### config.mk
export PLATFORM = sky130hd
export DESIGN_NAME = uart_cmd_scheduler
export DESIGN_NICKNAME = d
export VERILOG_FILES = /design/src/rtl/uart_cmd_scheduler_pkg.sv /design/src/rtl/uart_cmd_scheduler_timer.sv /design/src/rtl/uart_cmd_scheduler.sv
export SDC_FILE = /design/constraint.sdc
export NUM_CORES = 1
export LEC_CHECK = 0
export CAP_MARGIN = 5
export CORE_AREA = 2 2 142 144
export CTS_CLUSTER_DIAMETER = 30
export CTS_CLUSTER_SIZE = 12
export DETAILED_ROUTE_END_ITERATION = 12
export DIE_AREA = 0 0 144 146
export SYNTH_ARGS = -nofsm -noshare
export SYNTH_HDL_FRONTEND = slang
export SYNTH_SLANG_ARGS = --single-unit
### constraint.sdc
create_clock -name clk_i -period 2.85 [get_ports clk_i]
set_input_delay 0.4275 -clock clk_i [delete_from_list [all_inputs] [get_ports clk_i]]
set_output_delay 0.4275 -clock clk_i [all_outputs]
set_load 0.01 [all_outputs]
### src/rtl/uart_cmd_scheduler_pkg.sv
// Shared codes, state encodings and sensor-frame layout for the UART command scheduler.
package uart_cmd_scheduler_pkg;

    typedef enum logic [2:0] {
        ST_IDLE,
        ST_ISSUE,
        ST_WAIT,
        ST_BUILD,
        ST_SEND
    } state_t;

    typedef enum logic [1:0] {
        K_STATUS,
        K_TEMP,
        K_HUM
    } kind_t;

    localparam logic [7:0] CMD_STATUS  = 8'h01;
    localparam logic [7:0] CMD_RD_TEMP = 8'h02;
    localparam logic [7:0] CMD_RD_HUM  = 8'h03;
    localparam logic [7:0] CMD_CT_ON   = 8'h04;
    localparam logic [7:0] CMD_CH_ON   = 8'h05;
    localparam logic [7:0] CMD_CT_OFF  = 8'h06;
    localparam logic [7:0] CMD_CH_OFF  = 8'h07;

    localparam logic [7:0] RSP_OK       = 8'h07;
    localparam logic [7:0] RSP_HUM      = 8'h08;
    localparam logic [7:0] RSP_TEMP     = 8'h09;
    localparam logic [7:0] RSP_CTEMP    = 8'h0A;
    localparam logic [7:0] RSP_CHUM     = 8'h0B;
    localparam logic [7:0] RSP_CT_STOP  = 8'h0C;
    localparam logic [7:0] RSP_CH_STOP  = 8'h0D;
    localparam logic [7:0] RSP_FAIL     = 8'h1F;
    localparam logic [7:0] RSP_BAD_ADDR = 8'hEE;
    localparam logic [7:0] RSP_BAD_CMD  = 8'hFF;

    // Sensor frame: {hum_int, hum_dec, tmp_int, tmp_dec, checksum}
    localparam int HUM_INT_LSB = 32;
    localparam int HUM_DEC_LSB = 24;
    localparam int TMP_INT_LSB = 16;
    localparam int TMP_DEC_LSB = 8;
    localparam int CHK_LSB     = 0;

    function automatic logic checksum_ok(input logic [39:0] d);
        logic [7:0] sum;
        sum = d[HUM_INT_LSB +: 8] + d[HUM_DEC_LSB +: 8] + d[TMP_INT_LSB +: 8] + d[TMP_DEC_LSB +: 8];
        return sum == d[CHK_LSB +: 8];
    endfunction

endpackage

### src/rtl/uart_cmd_scheduler_timer.sv
// Loadable down-counter; expire_o pulses on the enabled cycle the count reaches its last step.
module uart_cmd_scheduler_timer #(
    parameter int CYC = 100
) (
    input  logic clk_i,
    input  logic rst_ni,
    input  logic load_i,
    input  logic en_i,
    output logic expire_o
);

    localparam int W = $clog2(CYC + 1);
    localparam logic [W-1:0] LOAD_VAL = W'(CYC);
    localparam logic [W-1:0] ONE      = W'(1);

    logic [W-1:0] count_q, count_d;

    always_comb begin
        count_d = count_q;
        if (load_i) begin
            count_d = LOAD_VAL;
        end else if (en_i && count_q != '0) begin
            count_d = count_q - ONE;
        end
    end

    always_ff @(posedge clk_i or negedge rst_ni) begin
        if (!rst_ni) begin
            count_q <= '0;
        end else begin
            count_q <= count_d;
        end
    end

    assign expire_o = en_i && (count_q == ONE);

endmodule

### src/rtl/uart_cmd_scheduler.sv
// Turns {cmd,addr} UART words into sensor reads and 2-byte responses, with one
// optional continuous-monitoring session re-issued every PERIOD_CYC.
module uart_cmd_scheduler
    import uart_cmd_scheduler_pkg::*;
#(
    parameter int NUM_SENS    = 32,
    parameter int ADDR_W      = 5,
    parameter int TIMEOUT_CYC = 1_000_000,
    parameter int PERIOD_CYC  = 50_000_000
) (
    input  logic              clk_i,
    input  logic              rst_ni,
    input  logic [15:0]       rx_data_i,
    input  logic              rx_valid_i,
    output logic              sens_start_o,
    output logic [ADDR_W-1:0] sens_addr_o,
    input  logic              sens_done_i,
    input  logic              sens_err_i,
    input  logic [39:0]       sens_data_i,
    output logic [15:0]       tx_data_o,
    output logic              tx_start_o,
    input  logic              tx_busy_i,
    output logic              cmd_drop_o,
    output logic              cont_on_o
);

    localparam logic [8:0] NUM_SENS_W = 9'(NUM_SENS);

    state_t            state_q;
    kind_t             cur_kind_q, cont_kind_q, dec_kind;
    logic              cur_cont_q;
    logic [7:0]        cur_addr_q;
    logic [15:0]       resp_q, tx_data_q, rd_resp, dec_resp;
    logic              sens_start_q, tx_start_q;
    logic [ADDR_W-1:0] sens_addr_q, cont_addr_q;
    logic              cont_on_q, cont_due_q;
    logic              pend_valid_q, pend_valid_d;
    logic [15:0]       pend_data_q, pend_data_d;
    logic              cmd_drop_q, drop_d;

    logic [7:0] cmd_b, addr_b;
    logic       addr_ok, dec_read, dec_cont, dec_off_temp, dec_off_hum;
    logic       take_cmd, take_cont, cont_start_now, cont_off_hit, cont_fail, cont_clear;
    logic       rd_good, rd_fin, timeout_expire, period_expire;

    assign cmd_b   = pend_data_q[15:8];
    assign addr_b  = pend_data_q[7:0];
    assign addr_ok = ({1'b0, addr_b} < NUM_SENS_W);

    always_comb begin
        dec_read     = 1'b0;
        dec_cont     = 1'b0;
        dec_kind     = K_STATUS;
        dec_off_temp = 1'b0;
        dec_off_hum  = 1'b0;
        dec_resp     = {RSP_BAD_CMD, addr_b};
        case (cmd_b)
            CMD_STATUS, CMD_RD_TEMP, CMD_RD_HUM, CMD_CT_ON, CMD_CH_ON: begin
                dec_read = addr_ok;
                dec_resp = {RSP_BAD_ADDR, addr_b};
                dec_cont = addr_ok && (cmd_b == CMD_CT_ON || cmd_b == CMD_CH_ON);
                if (cmd_b == CMD_RD_TEMP || cmd_b == CMD_CT_ON) begin
                    dec_kind = K_TEMP;
                end else if (cmd_b == CMD_RD_HUM || cmd_b == CMD_CH_ON) begin
                    dec_kind = K_HUM;
                end
            end
            CMD_CT_OFF: begin
                dec_off_temp = 1'b1;
                dec_resp     = {RSP_CT_STOP, addr_b};
            end
            CMD_CH_OFF: begin
                dec_off_hum = 1'b1;
                dec_resp    = {RSP_CH_STOP, addr_b};
            end
            default: ;
        endcase
    end

    // The pending command always wins over a due continuous read.
    assign take_cmd       = (state_q == ST_IDLE) && pend_valid_q;
    assign take_cont      = (state_q == ST_IDLE) && !pend_valid_q && cont_due_q;
    assign cont_start_now = take_cmd && dec_cont;
    assign cont_off_hit   = take_cmd && cont_on_q &&
                            ((dec_off_temp && cont_kind_q == K_TEMP) ||
                             (dec_off_hum  && cont_kind_q == K_HUM));

    always_comb begin
        rd_good = sens_done_i && !sens_err_i && checksum_ok(sens_data_i);
        rd_resp = {RSP_FAIL, cur_addr_q};
        if (rd_good) begin
            case (cur_kind_q)
                K_TEMP:  rd_resp = {cur_cont_q ? RSP_CTEMP : RSP_TEMP, sens_data_i[TMP_INT_LSB +: 8]};
                K_HUM:   rd_resp = {cur_cont_q ? RSP_CHUM : RSP_HUM, sens_data_i[HUM_INT_LSB +: 8]};
                default: rd_resp = {RSP_OK, cur_addr_q};
            endcase
        end
    end

    // A sens_done arriving on the timeout cycle still counts as an answer.
    assign rd_fin     = (state_q == ST_WAIT) && (sens_done_i || timeout_expire);
    assign cont_fail  = rd_fin && !rd_good && cur_cont_q;
    assign cont_clear = cont_off_hit || cont_fail;

    always_comb begin
        pend_valid_d = pend_valid_q;
        pend_data_d  = pend_data_q;
        drop_d       = 1'b0;
        if (take_cmd) begin
            pend_valid_d = 1'b0;
        end
        if (rx_valid_i) begin
            if (!pend_valid_q || take_cmd) begin
                pend_valid_d = 1'b1;
                pend_data_d  = rx_data_i;
            end else begin
                drop_d = 1'b1;
            end
        end
    end

    always_ff @(posedge clk_i or negedge rst_ni) begin
        if (!rst_ni) begin
            pend_valid_q <= 1'b0;
            pend_data_q  <= '0;
            cmd_drop_q   <= 1'b0;
        end else begin
            pend_valid_q <= pend_valid_d;
            pend_data_q  <= pend_data_d;
            cmd_drop_q   <= drop_d;
        end
    end

    always_ff @(posedge clk_i or negedge rst_ni) begin
        if (!rst_ni) begin
            state_q      <= ST_IDLE;
            cur_kind_q   <= K_STATUS;
            cur_cont_q   <= 1'b0;
            cur_addr_q   <= '0;
            resp_q       <= '0;
            sens_start_q <= 1'b0;
            sens_addr_q  <= '0;
            tx_start_q   <= 1'b0;
            tx_data_q    <= '0;
            cont_on_q    <= 1'b0;
            cont_kind_q  <= K_TEMP;
            cont_addr_q  <= '0;
            cont_due_q   <= 1'b0;
        end else begin
            sens_start_q <= 1'b0;
            tx_start_q   <= 1'b0;
            case (state_q)
                ST_IDLE: begin
                    if (take_cmd) begin
                        cur_addr_q <= addr_b;
                        cur_kind_q <= dec_kind;
                        cur_cont_q <= dec_cont;
                        if (dec_read) begin
                            sens_start_q <= 1'b1;
                            sens_addr_q  <= addr_b[ADDR_W-1:0];
                            state_q      <= ST_ISSUE;
                        end else begin
                            resp_q  <= dec_resp;
                            state_q <= ST_BUILD;
                        end
                        if (dec_cont) begin
                            cont_on_q   <= 1'b1;
                            cont_kind_q <= dec_kind;
                            cont_addr_q <= addr_b[ADDR_W-1:0];
                            cont_due_q  <= 1'b0;
                        end
                        if (cont_off_hit) begin
                            cont_on_q  <= 1'b0;
                            cont_due_q <= 1'b0;
                        end
                    end else if (take_cont) begin
                        cont_due_q   <= 1'b0;
                        cur_addr_q   <= 8'(cont_addr_q);
                        cur_kind_q   <= cont_kind_q;
                        cur_cont_q   <= 1'b1;
                        sens_start_q <= 1'b1;
                        sens_addr_q  <= cont_addr_q;
                        state_q      <= ST_ISSUE;
                    end
                end
                ST_ISSUE: state_q <= ST_WAIT;
                ST_WAIT: begin
                    if (rd_fin) begin
                        resp_q  <= rd_resp;
                        state_q <= ST_BUILD;
                        if (cont_fail) begin
                            cont_on_q  <= 1'b0;
                            cont_due_q <= 1'b0;
                        end
                    end
                end
                ST_BUILD: begin
                    if (!tx_busy_i) begin
                        tx_start_q <= 1'b1;
                        tx_data_q  <= resp_q;
                        state_q    <= ST_SEND;
                    end
                end
                ST_SEND: state_q <= ST_IDLE;
                default: state_q <= ST_IDLE;
            endcase
            // Expiry is a single flag, so a missed period never stacks up.
            if (period_expire && !cont_start_now && !cont_clear) begin
                cont_due_q <= 1'b1;
            end
        end
    end

    uart_cmd_scheduler_timer #(.CYC(TIMEOUT_CYC)) u_timeout_timer (
        .clk_i    (clk_i),
        .rst_ni   (rst_ni),
        .load_i   (state_q == ST_ISSUE),
        .en_i     (state_q == ST_WAIT),
        .expire_o (timeout_expire)
    );

    uart_cmd_scheduler_timer #(.CYC(PERIOD_CYC)) u_period_timer (
        .clk_i    (clk_i),
        .rst_ni   (rst_ni),
        .load_i   (cont_start_now || period_expire),
        .en_i     (cont_on_q),
        .expire_o (period_expire)
    );

    assign sens_start_o = sens_start_q;
    assign sens_addr_o  = sens_addr_q;
    assign tx_data_o    = tx_data_q;
    assign tx_start_o   = tx_start_q;
    assign cmd_drop_o   = cmd_drop_q;
    assign cont_on_o    = cont_on_q;

endmodule
**After elaboration in Yosys (flattened, before gate mapping)**

Index checks and enable logic that the tools add are counted.

- Add/sub/neg operators: 5
- Magnitude comparators: 1
- Equal/unequal tests: 29
- Multiplexer cells: 58
- Bitwise operators: 1
- Reductions and logical operators: 51

Operator list:

| kind | count |
|---|---|
| 26-bit two-way mux | 2 |
| 16-bit two-way mux | 3 |
| 16-bit case mux with 3 select lines | 1 |
| 20-bit two-way mux | 2 |
| 8-bit by 3-bit equality test with 1-bit output, second input constant | 4 |
| 16-bit case mux with 2 select lines | 1 |
| 1-bit two-way mux | 27 |
| 26-bit by 1-bit equality test with 1-bit output, second input constant | 1 |
| 26-bit nonzero test | 1 |
| 26-bit by 1-bit subtractor with 26-bit output, second input constant | 1 |
| 8-bit adder | 3 |
| 12-bit case mux with 2 select lines | 1 |
| 20-bit by 1-bit equality test with 1-bit output, second input constant | 1 |
| 1-bit logical AND | 20 |
| 20-bit nonzero test | 1 |
| 20-bit by 1-bit subtractor with 20-bit output, second input constant | 1 |
| 8-bit by 2-bit equality test with 1-bit output, second input constant | 2 |
| 2-bit two-way mux | 8 |
| 8-bit two-way mux | 2 |
| 5-bit two-way mux | 3 |
| 13-bit two-way mux | 1 |
| 3-bit two-way mux | 4 |
| 2-bit != test, second input constant | 6 |
| 3-bit != test, second input constant | 4 |
| other kinds (22) | 45 |

- Register bits: 126
- Input port bits: 62
- Output and inout bits: 25

**Logic depth before layout (Yosys ltp)**

Gate-level depths: netlist of the first run.

- Depth after elaboration: 13
- Gate-level depth with buffers: 13
- Depth with buffers taken out: 12

**Cells and area by module**

Synthesis of the first run repeated with hierarchy kept, for this count alone.

- Cell total of the unflattened synthesis: 678
- Area total of the unflattened synthesis: 6945.4 um^2

Modules (own cells, without submodules):

| module | instances | cells an instance | area an instance (um^2) | seq. area each (um^2) |
|---|---|---|---|---|
| uart_cmd_scheduler | 1 | 388 | 4252.8 | 1903.1 |
| uart_cmd_scheduler_timer at u_period_timer | 1 | 159 | 1451.4 | 650.6 |
| uart_cmd_scheduler_timer at u_timeout_timer | 1 | 131 | 1241.2 | 500.5 |

**Worst setup path before layout of the first run**

Ideal clock, no wire load.

- Kind: input port to flip-flop
- Start point: in sens_data_i[9]
- End point: reg resp_q[8]
- Library setup time: 0.152 ns
- Arrival: 3.820 ns
- Required time: 2.698 ns
- Setup slack: -1.122 ns
- Stages: 13
- Path buffers: 1
- Cells stage by stage: fa_1 -> inv_1 -> fa_1 -> inv_1 -> ha_1 -> fa_1 -> xnor2_1 -> nand4_1 -> or4b_2 -> a211o_1 -> clkbuf_1 -> nor2_1 -> a41oi_1

- Word-level cells in the longest chain between the ends: 6

Ends and longest elaborated chain:

| what | line | source |
|---|---|---|
| start, declared | uart_cmd_scheduler.sv:19 | `input logic [39:0] sens_data_i,` |
| 8-bit adder | uart_cmd_scheduler_pkg.sv:46 | `sum = d[HUM_INT_LSB +: 8] + d[HUM_DEC_LSB +: 8] + d[TMP_INT_LSB +: 8] + d[TMP_DEC_LSB +: 8];` |
| 8-bit equality test | uart_cmd_scheduler_pkg.sv:47 | `return sum == d[CHK_LSB +: 8];` |
| 1-bit logical AND | uart_cmd_scheduler.sv:89 | `rd_good = sens_done_i && !sens_err_i && checksum_ok(sens_data_i);` |
| 13-bit two-way mux | uart_cmd_scheduler.sv:91 | `if (rd_good) begin` |
| 16-bit two-way mux | uart_cmd_scheduler.sv:188 | `if (rd_fin) begin` |
| 16-bit case mux with 2 select lines | uart_cmd_scheduler.sv:152 | `case (state_q)` |
| end signal, assigned | uart_cmd_scheduler.sv:163 | `resp_q <= dec_resp;` |
| end signal, assigned | uart_cmd_scheduler.sv:189 | `resp_q <= rd_resp;` |
| end, declared | uart_cmd_scheduler.sv:33 | `logic [15:0] resp_q, tx_data_q, rd_resp, dec_resp;` |

No other way between the ends. The select of a mux whose other input is x is not followed.
A chain may end at the register's enable or synchronous reset.

**Worst setup path in the final report of the first run**

- Start point: in sens_data_i[25]
- End point: reg resp_q[9]

- Word-level cells in the longest chain between the ends: 8

Ends and longest elaborated chain:

| what | line |
|---|---|
| 8-bit adder (3 in a row) | uart_cmd_scheduler_pkg.sv:46 |
| 8-bit equality test | uart_cmd_scheduler_pkg.sv:47 |
| 1-bit logical AND | uart_cmd_scheduler.sv:89 |
| 13-bit two-way mux | uart_cmd_scheduler.sv:91 |
| 16-bit two-way mux | uart_cmd_scheduler.sv:188 |
| 16-bit case mux with 2 select lines | uart_cmd_scheduler.sv:152 |

No other way between the ends. The select of a mux whose other input is x is not followed.

==> results of run 1 <==
==> final cells by class <==
cell class / instances / share of cell area
Clock buffer: 19 / 0.0491
Clock inverter: 13 / 0.0133
Inverter: 22 / 0.00916
Multi-Input combinational cell: 484 / 0.409
Sequential cell: 122 / 0.339
Tap cell: 265 / 0.0368
Timing Repair Buffer: 140 / 0.144
==> cells in the mapped netlist, drive strengths merged, types with 11 or more instances <==
cell type | n | area (um^2)
buf | 12 | 66.3
ha | 13 | 163
mux2 | 37 | 417
o211ai | 12 | 90.1
nand2 | 50 | 188
xor2 | 20 | 175
fa | 14 | 280
nor4 | 11 | 75.1
nor2 | 66 | 248
nand3 | 14 | 70.1
inv | 22 | 82.6
nor3 | 27 | 135
o21ai | 20 | 100
clkbuf | 19 | 71.3
dfrtp | 121 | 3030
a21oi | 47 | 235
xnor2 | 26 | 228
==> kinds of logic after synthesis <==
group	Yosys count	synth area share
DFF	122	0.453
xor gates and xnor gates	48	0.0665
buffers and inverters	53	0.0327
muxes	46	0.0752
AOI/OAI and AO/OA	135	0.134
and+or+nand+nor	227	0.172
adders and majority gates	27	0.0658
==> worst min path at each step <==
stage	cells after the start	startpoint	end	slack (ns)
2_1_floorplan	0	rst_ni	cmd_drop_o$_DFF_PN0_	0.13
3_3_place_gp	1	rst_ni	u_period_timer.count_q[20]$_DFFE_PN0P_	0.44
3_5_place_dp	1	rst_ni	u_period_timer.count_q[23]$_DFFE_PN0P_	0.44
4_1_cts	2	cur_addr_q[4]$_DFFE_PN0P_	cur_addr_q[4]$_DFFE_PN0P_	0.49
5_1_grt	1	cont_addr_q[0]$_DFFE_PN0P_	cont_addr_q[0]$_DFFE_PN0P_	0.51
6_report	2	cur_addr_q[4]$_DFFE_PN0P_	cur_addr_q[4]$_DFFE_PN0P_	0.48
==> critical path, stage by stage <==
cell and delay, ns:
buf_6 0.09, fa_1 0.52, inv_1 0.05, fa_1 0.49
inv_2 0.05, ha_4 0.16, fa_2 0.56, xnor2_2 0.11
nand4_1 0.12, or4b_4 0.54, a211o_4 0.33, nor2_4 0.15
a41oi_2 0.11
==> metrics by stage <==
stage / std cells / total power [mW]
2_1_floorplan: 658 / 5.13
3_3_place_gp: 1027 / 6.37
3_5_place_dp: 1027 / 6.42
4_1_cts: 1062 / 8.53
5_1_grt: 1065 / 9.29
6_report: 1065 / 8.64
==> timing repair <==
| item | 4_1_cts | 5_1_grt |
|---|---|---|
| endpoints found under the setup margin | 15 | 15 |
| pin swaps | 14 | 35 |
| hold buffers | 1 | 0 |
| gates cloned | 1 | 0 |
| setup buffers | 1 | 3 |
| gates resized for setup | 26 | 29 |
| endpoints found under the hold margin | 3 | 0 |
==> routing by layer <==
metal | GRT usage | routed length, um | vias up
met2 | 0.253 | 7700 | 107
met3 | 0.0319 | 613 | 10
met4 | 0.0466 | 156 | 0
met1 | 0.232 | 7950 | 2565
met5 | 0 | 0 | -
li1 | - | - | 2628
==> registers in the layout, indices dropped and copies added, names as in the netlist <==
signal / cells
sens_addr_o: 5
cur_kind_q: 2
pend_valid_q: 1
cont_kind_q: 2
tx_start_o: 1
tx_data_o: 14
cur_cont_q: 1
cont_on_o: 1
cur_addr_q: 8
cont_addr_q: 5
sens_start_o: 1
resp_q: 14
cont_due_q: 1
u_timeout_timer.count_q: 20
cmd_drop_o: 1
pend_data_q: 16
state_q: 3
u_period_timer.count_q: 26
==> power groups by stage <==
stage / registers [mW] / logic (mW) / clock network [mW]
6_report: 3.04 / 3.57 / 2.03
5_1_grt: 3.16 / 3.96 / 2.17
4_1_cts: 3.04 / 3.41 / 2.09
3_5_place_dp: 3.06 / 3.36 / 0
3_3_place_gp: 3.05 / 3.33 / 0
2_1_floorplan: 2.90 / 2.22 / 0
==> metrics.yaml, run 1 <==
worst_hold_slack_ns: 0.484
die_area_mm2: 0.0210
fp.dieH_um: 146
regArea_mm2: 0.00305
routed_wl_mm: 16.4
overflow: 0
synth_seq_cells: 122
h-tree-depth: 4
fmax_mhz: 290
fin_crit_sh: 1.21
hold_class: "flip-flop to flip-flop"
viasPerCell: 4.99
setup_viol: 15
slew-limit-headroom: 0.356
cp-end-kind: "flip-flop"
cts.clk_slew.worst_paths_ns: 0.06
wl_per_cell_um: 15.4
rows: 51
grt_pass1_wl_mm: 27.0
ios: 87
pre_cts_slack_ns: -1.41
rsz0062_at_grt: "true"
drt_first_pass_iters: 5
clockPowerShare: 0.235
fillers: 1802
synth_flop_cell: "dfrtp_1"
drive_gt1_frac: 0.211
clk_latency_ns: 0.42
fin_nets: 876
period_needed_ns: 3.45
via_count: 5310
rr_worst_depth: 7
clockRootBuffer: "clkbuf_16"
startpoint: "sens_data_i[25]"
status: "finished, violations left"
yosysSeqAreaShare: 0.453
worst_pin_slew_ns: 0.966
fin_skew_ns: 0.0108
cp-endpoint: "resp_q[9]$_DFFE_PN0P_"
core_area_mm2: 0.0193
syn_inst: 658
ir_drop_uv: 473
synth-edff-count: 0
avgSynthCellArea_um2: 10.2
crit_path_start_kind: "input port"
reg2reg_from: "u_timeout_timer.count_q[15]$_DFFE_PN0P_"
first_iter_violations: 374
cts_buffers: 17
power_leakage_nw: 3.72
netlist_area_mm2: 0.00674
rrSetupSlack_ns: 0.28
multiInputGateArea_mm2: 0.00368
numClockSinks: 122
antenna_cells: 0
tns_ns: -8.36
grt_max_degree: 58
hold_violations: 0
io_buffer_count: 86
start_util: 0.348
critPathKind: "input port to flip-flop"
rr_endpoint: "resp_q[3]$_DFFE_PN0P_"
dpl_cell_area_mm2: 0.00822
yosysWarnings: 0
fp.dieW_um: 144
synthesis.nets: 747
combPwrFrac: 0.413
async_reset_ff_frac: 1.00
critPathArrivalTime_ns: 3.71
drt.antenna.violating_nets: 0
first_global_vias: 5238
layout_common_cells: "dfrtp_1, clkdlybuf4s50_1, nor2_1"
track_usage: 0.163
p_seq_frac: 0.352
final_area_mm2: 0.00901
place.detailed.hpwl_mm: 11.9
antenna_found_initial: 0
switchingPower_mw: 3.24
cap_violations: 0
cts_tree: "done"
clockBufferDepth: 2
switching_share: 0.374
final_common_cell: "dfrtp_1"
drcViolationCount: 0
worst_slack_ns: -0.598
finalWeightedCongestion: 0.803
powerDensity_mw_per_mm2: 959
report.final.slew_viol_count: 0
fin_util: 0.466
internal_power_mw: 5.41
cp.required_ns: 3.11
violations: "setup timing"
cp_max_fo: 5
synth_cell_type_count: 62
area_delta_synth_final_pct: 33.8
Note: power is estimated with default switching activity, not from simulation.
==> run 2: changes to the inputs <==
Clock period 2.85 ns to 3.4 ns, I/O delays scaled along.
==> metrics.yaml, run 2 (synthesis results as in run 1) <==
crit_path_start_kind: "input port"
cts_buffers: 17  # unchanged
holdBufCountCts: 0  # -1
internal_power_mw: 4.75  # -12%
rsz0062_at_grt: "true"
cts_tree: "done"
overflow: 0  # unchanged
cp_cell_sequence: "buf_6, fa_1, inv_1, fa_1, inv_2, ha_4, fa_2, xnor2_2, nand4_1, or4b_4, a211o_4, nor2_4, a41oi_2"
largest_register_ffs: 26  # unchanged
status: "finished, violations left"
period_needed_ns: 3.59
io_buffer_count: 86  # unchanged
drt_first_pass_iters: 5  # unchanged
grt_pass1_wl_mm: 27.6  # +2.4%
first_iter_violations: 320  # -14%
core_area_mm2: 0.0193  # unchanged
tns_ns: -1.77  # +6.59 ns
antenna_found_initial: 0  # unchanged
ios: 87  # unchanged
cp-end-kind: "flip-flop"
critPathKind: "input port to flip-flop"
p_total_mw: 7.44  # -14%
fillers: 1797  # -0.28%
ir_drop_uv: 403  # -15%
setup_viol: 14  # -1
start_util: 0.348  # unchanged
place.detailed.hpwl_mm: 11.7  # -1.7%
cp_slowest_cell: "or4b_4"
first_global_vias: 5275  # +0.71%
cap_violations: 0  # unchanged
cp_max_fo: 5  # unchanged
area_delta_synth_final_pct: 33.0
fin_skew_ns: 0.00669  # -0.00407 ns
wl_per_cell_um: 15.7  # +1.8%
hold_class: "input port to async pin"
worst_path_most_repeated_cell: "fa_1"
power_leakage_nw: 3.68  # -0.95%
rows: 51  # unchanged
viasPerCell: 5.11  # +2.6%
cp.required_ns: 3.65  # +0.54 ns
drive_gt1_frac: 0.199  # -0.0123
final_common_cell: "dfrtp_1"
hold_violations: 0  # unchanged
pre_cts_slack_ns: -0.935  # +0.471 ns
combPwrFrac: 0.396  # -0.017
fp.dieH_um: 146  # unchanged
numClockSinks: 122  # unchanged
track_usage: 0.167  # +0.00408
cts.clk_slew.worst_paths_ns: 0.06  # about the same
routed_wl_mm: 16.5  # +0.72%
critPathArrivalTime_ns: 3.84  # +0.13 ns
finalWeightedCongestion: 0.825  # +2.8%
clockRootBuffer: "clkbuf_16"
fin_nets: 865  # -1.3%
powerDensity_mw_per_mm2: 830  # -13%
slew-limit-headroom: 0.249  # -0.106
report.final.slew_viol_count: 0  # unchanged
drcViolationCount: 0  # unchanged
violations: "setup timing"
h-tree-depth: 4  # unchanged
clockPowerShare: 0.261  # +0.026
top_regs: "u_period_timer.count_q (26), u_timeout_timer.count_q (20), pend_data_q (16)"
regArea_mm2: 0.00305  # unchanged
worst_slack_ns: -0.191  # +0.407 ns
fmax_mhz: 278
p_seq_frac: 0.342  # -0.010
drt.antenna.violating_nets: 0  # unchanged
top_register: "u_period_timer.count_q"
switching_share: 0.362  # -0.0129
clockBufferDepth: 2  # unchanged
layout_common_cells: "dfrtp_1, clkdlybuf4s50_1, nor2_1"
grt_max_degree: 58  # unchanged
via_count: 5390  # +1.5%
die_area_mm2: 0.0210  # unchanged
fin_crit_sh: 1.06
rr_worst_depth: 6  # -1
cpPeakStageDelay_ns: 0.58  # +0.02 ns
switchingPower_mw: 2.69  # -17%
fp.dieW_um: 144  # unchanged
worst_pin_slew_ns: 1.11  # +0.145 ns
antenna_cells: 0  # unchanged
multiInputGateArea_mm2: 0.00366  # -0.78%
clk_latency_ns: 0.42  # about the same
[run 2: per-stage QoR]
step	instances	cell area, um^2	hold slack (ns)	utilization
after floorplan	658	6780	0.214	-
after global placement	1015	8130	0.476	0.421
after detailed placement	1015	8130	0.485	0.421
after CTS	1049	8810	0.0493	0.456
after global routing	1054	8960	0.0744	0.463
final	1054	8960	0.0458	0.463
[run 2: cell type report]
cell class              count  share of cell area
multi-input cells         484               0.408
repair buffers            129               0.134
clock buffers              22              0.0529
well taps                 265              0.0370
flip-flops and latches    122               0.341
inverters                  22             0.00922
clock inverters            10              0.0184
[run 2: routing by layer]
layer,wire length [um],share of wire,track usage
met3,754,0.046,0.0362
met5,0,0,0
met2,7700,0.47,0.253
met1,7910,0.48,0.241
met4,183,0.011,0.0456
[run 2: path summary, 6_finish.rpt]
check,start,to,slack [ns]
max,sens_data_i[25],resp_q[8]$_DFFE_PN0P_,-0.19
max reg2reg,u_timeout_timer.count_q[16]$_DFFE_PN0P_,resp_q[8]$_DFFE_PN0P_,0.64
min,rst_ni,u_period_timer.count_q[12]$_DFFE_PN0P_,0.05
max in group asynchronous,rst_ni,cont_kind_q[0]$_DFFE_PN1P_,2.52
min reg2reg,resp_q[12]$_DFFE_PN0P_,tx_data_o[12]$_DFFE_PN0P_,0.50
min in group clk_i,resp_q[12]$_DFFE_PN0P_,tx_data_o[12]$_DFFE_PN0P_,0.50
[run 2: worst max-delay path, delay by kind of cell]
family          cells  cell delay (ns)
compound gates      2             0.47
xor+xnor            1             0.11
fa+ha+maj           4             1.71
buf+inv             3             0.18
simple gates        3             0.85
[run 2: power by group through the flow]
stage               sequential, mW  clock, mW  combinational [mW]
floorplan                     2.43          0                1.86
global placement              2.55          0                2.74
detailed placement            2.56          0                2.77
CTS                           2.55       1.99                2.83
global route                  2.63       2.06                3.26
finish                        2.55       1.94                2.95
[run 2: timing repair]
action / 4_1_cts / 5_1_grt
setup buffers: 1 / 5
pin swaps: 12 / 19
gates resized for setup: 28 / 19
endpoints found under the setup margin: 15 / 15
gates cloned: 1 / 0
==> run 3: changes to the inputs <==
Settings changed: CAP_MARGIN 5 to 20, HOLD_SLACK_MARGIN from default to 0.08.
==> metrics.yaml, run 3 (synthesis results as in run 1) <==
report.final.slew_viol_count: 0  # unchanged
slew-limit-headroom: 0.379  # +0.130
setup_viol: 14  # unchanged
wl_met2_mm: 7.67  # -0.38%
cts.clk_slew.worst_paths_ns: 0.05  # about the same
place.detailed.hpwl_mm: 11.7  # unchanged
area_delta_synth_final_pct: 33.3
fmax_mhz: 278  # about the same
fp.dieW_um: 144  # unchanged
cts_buffers: 17  # unchanged
crit_buf_inv: 3  # unchanged
drt_first_pass_iters: 5  # unchanged
final_common_cell: "dfrtp_1"
fin_nets: 867  # +0.23%
cap_violations: 0  # unchanged
powerDensity_mw_per_mm2: 830  # about the same
clockRootBuffer: "clkbuf_16"
worst_hold_slack_ns: 0.500  # +0.454 ns
cp_top_family: "adder cells"
fillers: 1798  # +0.056%
layout_common_cells: "dfrtp_1, clkdlybuf4s50_1, nor2_1"
cp-end-kind: "flip-flop"
status: "finished, violations left"
largest_register_ffs: 26  # unchanged
cp_cell_sequence: "buf_6, fa_1, inv_1, fa_1, inv_2, ha_4, fa_2, xnor2_2, nand4_1, or4b_4, a211o_4, nor2_4, a41oi_2"
grt_max_degree: 58  # unchanged
drcViolationCount: 0  # unchanged
io_buffer_count: 86  # unchanged
critPathArrivalTime_ns: 3.84  # about the same
top_register: "u_period_timer.count_q"
wl_met1_mm: 8.00  # +1.1%
core_area_mm2: 0.0193  # unchanged
crit_path_start_kind: "input port"
p_total_mw: 7.45  # +0.20%
fin_crit_sh: 1.06  # about the same
routed-wl-met3_um: 697  # -7.6%
cp_max_fo: 5  # unchanged
track_usage: 0.167  # about the same
layout.cells.non_filler: 1056  # +0.19%
drt.antenna.violating_nets: 0  # unchanged
violations: "setup timing"
cp.required_ns: 3.65  # about the same
clk_latency_ns: 0.42  # about the same
die_area_mm2: 0.0210  # unchanged
antenna_found_initial: 0  # unchanged
fp.dieH_um: 146  # unchanged
grt_pass1_wl_mm: 27.6  # about the same
cts_tree: "done"
tns_ns: -1.78  # -0.0167 ns
routed.top_layer: "met4"
first_global_vias: 5278  # +0.057%
finalWeightedCongestion: 0.825  # unchanged
period_needed_ns: 3.59  # +0.00210 ns
worst_path_most_repeated_cell: "fa_1"
cpPeakStageDelay_ns: 0.58  # about the same
fin_skew_ns: 0.00685  # +0.000154 ns
antenna_cells: 0  # unchanged
critPathKind: "input port to flip-flop"
viasPerCell: 5.08  # -0.58%
top_regs: "u_period_timer.count_q (26), u_timeout_timer.count_q (20), pend_data_q (16)"
start_util: 0.348  # unchanged
worst_slack_ns: -0.194  # -0.00210 ns
drive_gt1_frac: 0.200  # +0.000761
clockBufferDepth: 2  # unchanged
routed_wl_mm: 16.6  # +0.13%
overflow: 0  # unchanged
h-tree-depth: 4  # unchanged
hold_violations: 0  # unchanged
place_inst: 1015  # unchanged
cp_slowest_cell: "or4b_4"
ios: 87  # unchanged
power_leakage_nw: 3.69  # +0.26%
wl_per_cell_um: 15.7  # about the same
via_count: 5369  # -0.39%
first_iter_violations: 324  # +1.3%
rsz0062_at_grt: "true"
rows: 51  # unchanged
ir_drop_uv: 404  # +0.34%
numClockSinks: 122  # unchanged
worst_pin_slew_ns: 0.931  # -0.180 ns
hold_class: "flip-flop to flip-flop"
[run 3: cell type report]
type / count / area [um^2] / share of cell area
sequential: 122 / 3050 / 0.340
timing repair buffer: 131 / 1210 / 0.135
clock inverter: 10 / 165 / 0.0184
inverter: 22 / 82.6 / 0.00920
tap: 265 / 332 / 0.0369
multi-input combinational: 484 / 3660 / 0.407
clock buffer: 22 / 474 / 0.0528
[run 3: final timing paths]
check	start	endpoint	slack, ns	cells past startpoint
worst max-delay path	sens_data_i[25]	resp_q[8]$_DFFE_PN0P_	-0.19	13
worst min-delay path	resp_q[12]$_DFFE_PN0P_	tx_data_o[12]$_DFFE_PN0P_	0.50	1
worst max register to register	u_timeout_timer.count_q[16]$_DFFE_PN0P_	resp_q[8]$_DFFE_PN0P_	0.63	6
worst min register to register	resp_q[12]$_DFFE_PN0P_	tx_data_o[12]$_DFFE_PN0P_	0.50	1
max in group asynchronous	rst_ni	cont_kind_q[0]$_DFFE_PN1P_	1.98	3
min in group asynchronous	rst_ni	u_period_timer.count_q[12]$_DFFE_PN0P_	0.59	2
[run 3: timing repair]
| item | CTS | global route |
|---|---|---|
| resized for setup | 28 | 19 |
| hold buffers | 1 | 0 |
| pin swaps | 12 | 19 |
| hold endpoints to repair | 32 | 0 |
| setup buffers | 1 | 5 |
| setup endpoints to repair | 15 | 15 |
| gates cloned | 1 | 0 |
[run 3: metal layers]
| metal | GRT usage | vias up |
|---|---|---|
| met1 | 0.242 | 2617 |
| met5 | 0 | - |
| met4 | 0.0456 | 0 |
| li1 | - | 2612 |
| met3 | 0.0362 | 17 |
| met2 | 0.253 | 123 |
[run 3: stage by stage]
step	area, um^2	utilization	setup slack [ns]
global placement	8130	0.421	-0.923
CTS	8820	0.456	-0.179
finish	8980	0.464	-0.194
floorplan	6780	-	-0.308
detailed placement	8130	0.421	-0.935
global route	8980	0.464	-0.277
[run 3: power breakdown]
| part | internal, mW | leakage [nW] | switching [mW] |
|---|---|---|---|
| registers | 2.02 | 1.47 | 0.533 |
| clock network | 1.28 | 0.303 | 0.660 |
| logic | 1.46 | 1.92 | 1.50 |
| total | 4.76 | 3.69 | 2.70 |
